--- src/rtl/ethertype_steer.sv ---
// EtherType steering controller: strips the 14-byte MAC header, selects IPv4/ARP
// for the downstream split, forwards payload beats and keeps saturating frame counters.
module ethertype_steer #(
  parameter int N = 2
) (
  input  logic         clk,
  input  logic         rst,
  input  logic         axiiv,
  input  logic [N-1:0] axiid,
  output logic         ethertype_out,
  output logic         axiov,
  output logic [N-1:0] axiod,
  output logic         busy,
  output logic [15:0]  ip_count,
  output logic [15:0]  arp_count,
  output logic [15:0]  drop_count
);

  localparam int HDR_BEATS = 112 / N;
  localparam int BPB       = 8 / N;
  localparam int BW        = $clog2(HDR_BEATS + 1);

  localparam logic [BW-1:0] LAST_BEAT   = BW'(HDR_BEATS - 1);
  localparam logic [BW-1:0] BYTE12_BEAT = BW'(13 * BPB - 1);

  localparam logic [15:0] ET_IPV4 = 16'h0800;
  localparam logic [15:0] ET_ARP  = 16'h0806;

  typedef enum logic [1:0] {
    S_IDLE,
    S_HEADER,
    S_PAYLOAD,
    S_DROP
  } state_t;

  state_t          r_state;
  state_t          w_state_nxt;
  logic [BW-1:0]   r_beat;
  logic [7:0]      r_byte;
  logic [7:0]      r_et_hi;
  logic            r_ethertype;
  logic            r_axiov;
  logic [N-1:0]    r_axiod;
  logic            r_busy;
  logic [15:0]     r_ip_count;
  logic [15:0]     r_arp_count;
  logic [15:0]     r_drop_count;

  logic [7:0]      w_byte_nxt;
  logic [15:0]     w_ethertype;
  logic            w_is_ip;
  logic            w_is_arp;
  logic            w_shift;
  logic            w_classify;
  logic            w_fwd;
  logic            w_inc_ip;
  logic            w_inc_arp;
  logic            w_inc_drop;

  // Bytes arrive LSB first, so each new beat enters at the top of the shifter.
  if (N == 8) begin : g_full_byte
    assign w_byte_nxt = axiid;
  end else begin : g_part_byte
    assign w_byte_nxt = {axiid, r_byte[7:N]};
  end

  assign w_ethertype = {r_et_hi, w_byte_nxt};
  assign w_is_ip     = (w_ethertype == ET_IPV4);
  assign w_is_arp    = (w_ethertype == ET_ARP);

  // State register.
  // NOTE: sequential state uses non-blocking assignments so every flop samples pre-edge values.
  always_ff @(posedge clk or negedge rst) begin
    if (!rst) r_state <= S_IDLE;
    else      r_state <= w_state_nxt;
  end

  // Next-state logic.
  // NOTE: the default assignment at the top keeps this block free of inferred latches.
  always_comb begin
    w_state_nxt = r_state;
    case (r_state)
      S_IDLE:    if (axiiv) w_state_nxt = S_HEADER;
      S_HEADER: begin
        if (!axiiv)                  w_state_nxt = S_IDLE;
        else if (r_beat == LAST_BEAT) w_state_nxt = (w_is_ip || w_is_arp) ? S_PAYLOAD : S_DROP;
      end
      S_PAYLOAD: if (!axiiv) w_state_nxt = S_IDLE;
      S_DROP:    if (!axiiv) w_state_nxt = S_IDLE;
      default:   w_state_nxt = S_IDLE;
    endcase
  end

  // Per-state control decode.
  always_comb begin
    w_shift    = 1'b0;
    w_classify = 1'b0;
    w_fwd      = 1'b0;
    w_inc_ip   = 1'b0;
    w_inc_arp  = 1'b0;
    w_inc_drop = 1'b0;
    case (r_state)
      S_IDLE:    w_shift = axiiv;
      S_HEADER: begin
        w_shift    = axiiv;
        w_classify = axiiv && (r_beat == LAST_BEAT);
        w_inc_drop = !axiiv;
      end
      S_PAYLOAD: begin
        w_fwd     = axiiv;
        w_inc_ip  = !axiiv && !r_ethertype;
        w_inc_arp = !axiiv &&  r_ethertype;
      end
      S_DROP:    w_inc_drop = !axiiv;
      default:   ;
    endcase
  end

  // Datapath and counters.
  always_ff @(posedge clk or negedge rst) begin
    if (!rst) begin
      r_beat       <= '0;
      r_byte       <= '0;
      r_et_hi      <= '0;
      r_ethertype  <= 1'b0;
      r_axiov      <= 1'b0;
      r_axiod      <= '0;
      r_busy       <= 1'b0;
      r_ip_count   <= '0;
      r_arp_count  <= '0;
      r_drop_count <= '0;
    end else begin
      r_busy  <= (w_state_nxt != S_IDLE);
      r_axiov <= w_fwd;
      if (w_fwd) r_axiod <= axiid;

      // The IDLE beat that opens a frame is beat 0, so the counter leaves it at 1.
      if (w_shift) begin
        r_byte <= w_byte_nxt;
        r_beat <= (r_state == S_IDLE) ? BW'(1) : r_beat + 1'b1;
      end else begin
        r_beat <= '0;
      end

      if (r_state == S_HEADER && axiiv && r_beat == BYTE12_BEAT) r_et_hi <= w_byte_nxt;
      if (w_classify && (w_is_ip || w_is_arp)) r_ethertype <= w_is_arp;

      if (w_inc_ip   && r_ip_count   != 16'hFFFF) r_ip_count   <= r_ip_count   + 16'd1;
      if (w_inc_arp  && r_arp_count  != 16'hFFFF) r_arp_count  <= r_arp_count  + 16'd1;
      if (w_inc_drop && r_drop_count != 16'hFFFF) r_drop_count <= r_drop_count + 16'd1;
    end
  end

  assign ethertype_out = r_ethertype;
  assign axiov         = r_axiov;
  assign axiod         = r_axiod;
  assign busy          = r_busy;
  assign ip_count      = r_ip_count;
  assign arp_count     = r_arp_count;
  assign drop_count    = r_drop_count;

endmodule
--- config.mk ---
export PLATFORM = sky130hd
export DESIGN_NAME = ethertype_steer
export DESIGN_NICKNAME = d
export VERILOG_FILES = /design/src/rtl/ethertype_steer.sv
export SDC_FILE = /design/constraint.sdc
export NUM_CORES = 1
export LEC_CHECK = 0
export BUFFER_PORTS_ARGS = -buffer_cell sky130_fd_sc_hd__buf_2
export CORE_ASPECT_RATIO = 0.9
export CORE_MARGIN = 5
export CORE_UTILIZATION = 50
export CTS_CLUSTER_SIZE = 28
export DETAILED_ROUTE_END_ITERATION = 10
export PLACE_DENSITY_LB_ADDON = 0.25
export RECOVER_POWER = 50
export SYNTH_ARGS = -nofsm -noshare
export SYNTH_HDL_FRONTEND = slang
export SYNTH_SLANG_ARGS = --single-unit
export TNS_END_PERCENT = 50
--- constraint.sdc ---
create_clock -name clk -period 4.4 [get_ports clk]
set_clock_uncertainty 0.2 [all_clocks]
set_input_delay 0.88 -clock clk [delete_from_list [all_inputs] [get_ports clk]]
set_output_delay 0.88 -clock clk [all_outputs]
set_load 0.03 [all_outputs]
Yosys cells after proc, flatten, opt, wreduce, memory -nomap -nowiden
Index checks and enable logic that the tools add are counted.
{"block": "op_classes", "addsub": 4, "mul": 0, "div": 0, "magnitude_cmp": 0, "n_eq_ne": 10, "shifts": 0, "n_mux": 14, "bitwise_logic": 0, "reduce_logical": 17}
{"cell": "16-bit by 1-bit adder with 16-bit output (second input constant)", "count": 3}
{"cell": "16-bit inequality test (second input constant)", "count": 3}
{"cell": "16-bit by 12-bit equality test with 1-bit output (second input constant)", "count": 2}
{"cell": "6-bit equality test (second input constant)", "count": 2}
{"cell": "6-bit two-way mux", "count": 2}
{"cell": "1-bit logical AND", "count": 9}
{"cell": "2-bit two-way mux", "count": 4}
{"cell": "1-bit two-way mux", "count": 7}
{"cell": "6-bit by 1-bit adder with 6-bit output (second input constant)", "count": 1}
{"cell": "2-bit case mux with 3 select lines", "count": 1}
{"cell": "2-bit OR reduction", "count": 3}
{"cell": "2-bit equality test (second input constant)", "count": 2}
{"cell": "2-bit by 1-bit equality test with 1-bit output (second input constant)", "count": 1}
{"cell": "1-bit logical NOT", "count": 2}
{"cell": "2-bit logical NOT", "count": 1}
{"cell": "2-bit nonzero test", "count": 1}
{"cell": "1-bit logical OR", "count": 1}
{"block": "totals", "ff_bits": 77, "latchBits": 0, "ram_bits": 0, "mem_bits_ro": 0, "output_inout_bits": 53, "n_memories": 0}

Depth between registers and ports, before layout
{"block": "depth", "depth_word": 7, "ltp_mapped": 6, "mapped_depth_nobuf": 6}

Worst setup path before layout
Ideal clock, no wire load.
{"block": "synth_timing", "path_kind": "input to register", "startpoint": "input axiiv", "endpoint": "register r_et_hi[6]", "setup_time_ns": 0.125, "arrival_time_ns": 2.149, "required_ns": 4.075, "path_slack_ns": 1.926, "stages": 6, "path_buffers": 2, "path_cell_list": "buf_6 nor2b_1 buf_2 nand3_1 nor3b_4 mux2_2"}
{"block": "synth_via", "elab_chain_len": 2}
{"element": "from (decl)", "line": "8", "text": "input logic axiiv,"}
{"element": "1-bit logical AND (2 in a row)", "line": "145", "text": "if (r_state == S_HEADER && axiiv && r_beat == BYTE12_BEAT) r_et_hi <= w_byte_nxt;"}
{"element": "to (signal assigned)", "line": "145"}
{"element": "to (decl)", "line": "40", "text": "logic [7:0] r_et_hi;"}
Every way passes these cells.
A chain may end at the register's enable or synchronous reset.

==> impl_results.md <==
* Pin count of the biggest net entering global routing at 30
* Gpl congestion at 0.7486
* Setup bufs post-CTS at 0
* Cell count after synthesis at 290
* Worst Reg2Reg Path Length in Cells at 4
* Mapped Nets at 299
* Largest cells by area after synthesis: dfrtp_1, xnor2_1, mux2_2
* Warnings, synthesis at 0
* First-pass DRT Iterations at 4
* Post-synth top area share at 55.25%
* Routed Antenna Nets at 0
* Slew @ Worst Pin at 1530 ps
* Total GRT Usage at 16.13%
* # IOs at 58
* Peak supply drop at 0.2258 mV
* Leakage at 0.001926 uW
* Register Area at 1877 um^2
* Worst Hold Class: reg2reg
* Final net count at 364
* Slew margin rel. at -1.974%
* CTS Hold Bufs at 0
* Fin crit period at 2902 ps
* FF+latch count, synth at 75
* Setup_tns at 0 ps
* Sink Count at 75
* CP Buf/Inv Count at 2
* Crit path max-delay family: buffers and inverters
* Sw power at 363.4 uW
* Mean Syn Cell Area at 11.71 um^2
* CTS clk-pin slew, worst paths at 60 ps
* Layout cell share with drive strength beyond 1 at 25.14%
* Violated checks: max-capacitance violations, max-slew violations
* Crit path capture: ip_count[1]$_DFFE_PN0P_
* Max Clock Freq at 0.3446 GHz
* Crit-path most repeated cell: clkbuf_1
* CP Launch Type: primary input
* Fin. max-slew vios at 30
* Critical path endpoint category: asynchronous set/reset pin
* CP Depth at 2
* Total of max-cap violations at 1
* Layout area overhead at 15.14%
* Vias in the first global route at 2,372
* Critical path class: in2async
* H-tree depth at 3
* Power Internal at 1003 uW
* Sequential share of the synthesized area at 55.25%
* Worst skew pair latency at 340 ps
* Hold Vio Cnt, Final at 0
* Placed Instances at 434
* Area leader, netlist: dfrtp_1
* Final Cycle Share at 65.94%
* Clk pwr share at 33.1%
* Initial Utilization at 51.58%
* Vias per cell at 5.297
* Cell variety after synth at 41
* PwrDens at 349.4 nW/um^2
* Switch share at 26.60%
* Seq pwr share at 55.9%
* Chip height at 88.20 um
* Port-buffer cells at 57
* Avg WL per Cell at 13.94 um
* Initial antenna violation count at 0
* Outcome: finished with violations
* Routed via count at 2,373
* GRT overflow at 0
* Worst path slowest cell: clkbuf_1
* Die X at 96.89 um
* Multi-input gate area at 1446 um^2
* First-pass GRT wire length at 11.03 mm
* CTS tree: yes
* CTS root buf: clkbuf_8
* Fill cell count at 606
* CP Launch Point: rst
* CTS Buf Count at 9
* Post-DP HPWL at 4.682 mm
* R2R setup slack at 1920 ps
* Comb pwr share at 11.0%
* Die area at 8545 um^2
* Crit path cell chain: clkbuf_1, clkbuf_1
* Bufs on Longest Clock Path at 2
* WP data arrival at 2880 ps
* Number of core rows at 28
* Routed WL at 6.247 mm
* Crit-path max FO at 29
* RSZ-0062 raised after global routing: false
* Reg2reg end: r_et_hi[0]$_DFFE_PN0P_
* CORE AREA at 6586 um^2
* Initial drt markers at 81
* Synth Cell Area at 3397 um^2
* # DRC at 0
* FF-to-FF Start: r_state[1]$_DFF_PN0_
* Final Instance Count excl. Fillers at 448
* Post-cts resize count at 0
* Critical Path Max Stage Delay at 1180 ps
* CP required at 4380 ps
* Final setup viols at 0
* Diodes inserted at 0
cell usage after synthesis:
cell type      instances
a21boi_0               1
a21boi_2               1
a21o_2                 1
a21oi_1                2
a31oi_1                1
and2b_1                1
and3_1                 7
and4_1                 4
and4bb_2               1
buf_2                  1
buf_6                  2
clkbuf_1               1
dfrtp_1               75
dlygate4sd1_1          1
ha_1                   4
inv_1                  7
mux2_2                19
nand2_1               24
nand2b_1               1
nand3_1               18
nand3b_1               3
nand4_1               16
nor2_1                20
nor2b_1                2
nor3_1                 7
nor3_2                 2
nor3b_1                1
nor3b_4                1
nor4_1                 5
nor4_4                 1
nor4b_1                1
nor4bb_1               1
o2111a_1               1
o21a_1                 2
o21ai_0                4
o21ai_2                1
or2_2                  1
or4_4                  1
or4b_4                 1
xnor2_1               28
xor2_1                19
per-layer routing:
metal	track usage, %	up-vias	share of wire [%]	wire length, um
met5	0	-	0	0
li1	-	1153	-	-
met3	5.653	7	4.6	286
met2	26.19	42	47	2915
met1	20.06	1171	48	2989
met4	6.378	0	0.88	55
worst min-delay path by stage:
stage                                    startpoint                   endpoint  slack (ps)  cells past startpoint
final                           r_beat[0]$_DFF_PN0_        r_beat[0]$_DFF_PN0_         290                      1
after global routing       ip_count[15]$_DFFE_PN0P_   ip_count[15]$_DFFE_PN0P_         320                      1
after CTS                                       rst   ip_count[13]$_DFFE_PN0P_         280                      1
after detailed placement  arp_count[11]$_DFFE_PN0P_  arp_count[11]$_DFFE_PN0P_         280                      1
after global placement    drop_count[9]$_DFFE_PN0P_  drop_count[9]$_DFFE_PN0P_         270                      1
after floorplan                 r_beat[0]$_DFF_PN0_        r_beat[0]$_DFF_PN0_         260                      1
layout by cell type, fill, tap and decap left out, types with 5 or more instances in the layout:
cell type,synthesis,final
dfrtp_1,75,75
buf_2,1,49
xnor2_1,28,28
nand2_1,24,24
nor2_1,20,20
xor2_1,19,19
mux2_2,19,19
nand3_1,18,18
nand4_1,16,16
clkbuf_8,0,11
clkbuf_1,1,10
inv_1,7,7
and3_1,7,7
nor3_1,7,7
nor4_1,5,5
cells by family after synthesis:
group / Yosys count / share of synthesized area, %
buffers and inverters: 12 / 1.952
adders and majority gates: 4 / 1.473
xor gates and xnor gates: 47 / 12.12
and+or+nand+nor: 119 / 20.00
DFF: 75 / 55.25
AOI/OAI and AO/OA: 14 / 2.910
muxes: 19 / 6.298
power by group through the flow:
stage	clock [uW]	combinational (uW)	sequential (uW)
finish	453	150	764
global route	502	165	771
CTS	473	156	764
detailed placement	0	155	777
global placement	0	152	775
floorplan	0	53.8	818
through the flow:
step	worst slack, ps	hold slack [ps]	total power (uW)	util, %	area [um^2]
2_1_floorplan	1926	260.2	872.2	-	3397
3_3_place_gp	1372	270.7	927.1	57.24	3770
3_5_place_dp	1308	280.7	932.4	57.24	3770
4_1_cts	1666	282.7	1392	59.76	3936
5_1_grt	913.0	317.0	1438	59.38	3911
6_report	1498	285.3	1367	59.38	3911
sequential cells by signal, summed over array words and instances (netlist names):
name and cells:
busy 1, r_et_hi 8, axiod 2, r_beat 6, ip_count 16, r_state 2, drop_count 16, arp_count 16
ethertype_out 1, r_byte 6, axiov 1
final cells by class:
class | instances | area share [%]
Sequential cell | 75 | 47.98
Multi-Input combinational cell | 203 | 36.98
Inverter | 7 | 0.6718
Clock buffer | 11 | 3.871
Tap cell | 90 | 2.879
Timing Repair Buffer | 59 | 7.230
Clock inverter | 3 | 0.3839
No activity file was read; power rests on OpenSTA's default activity.
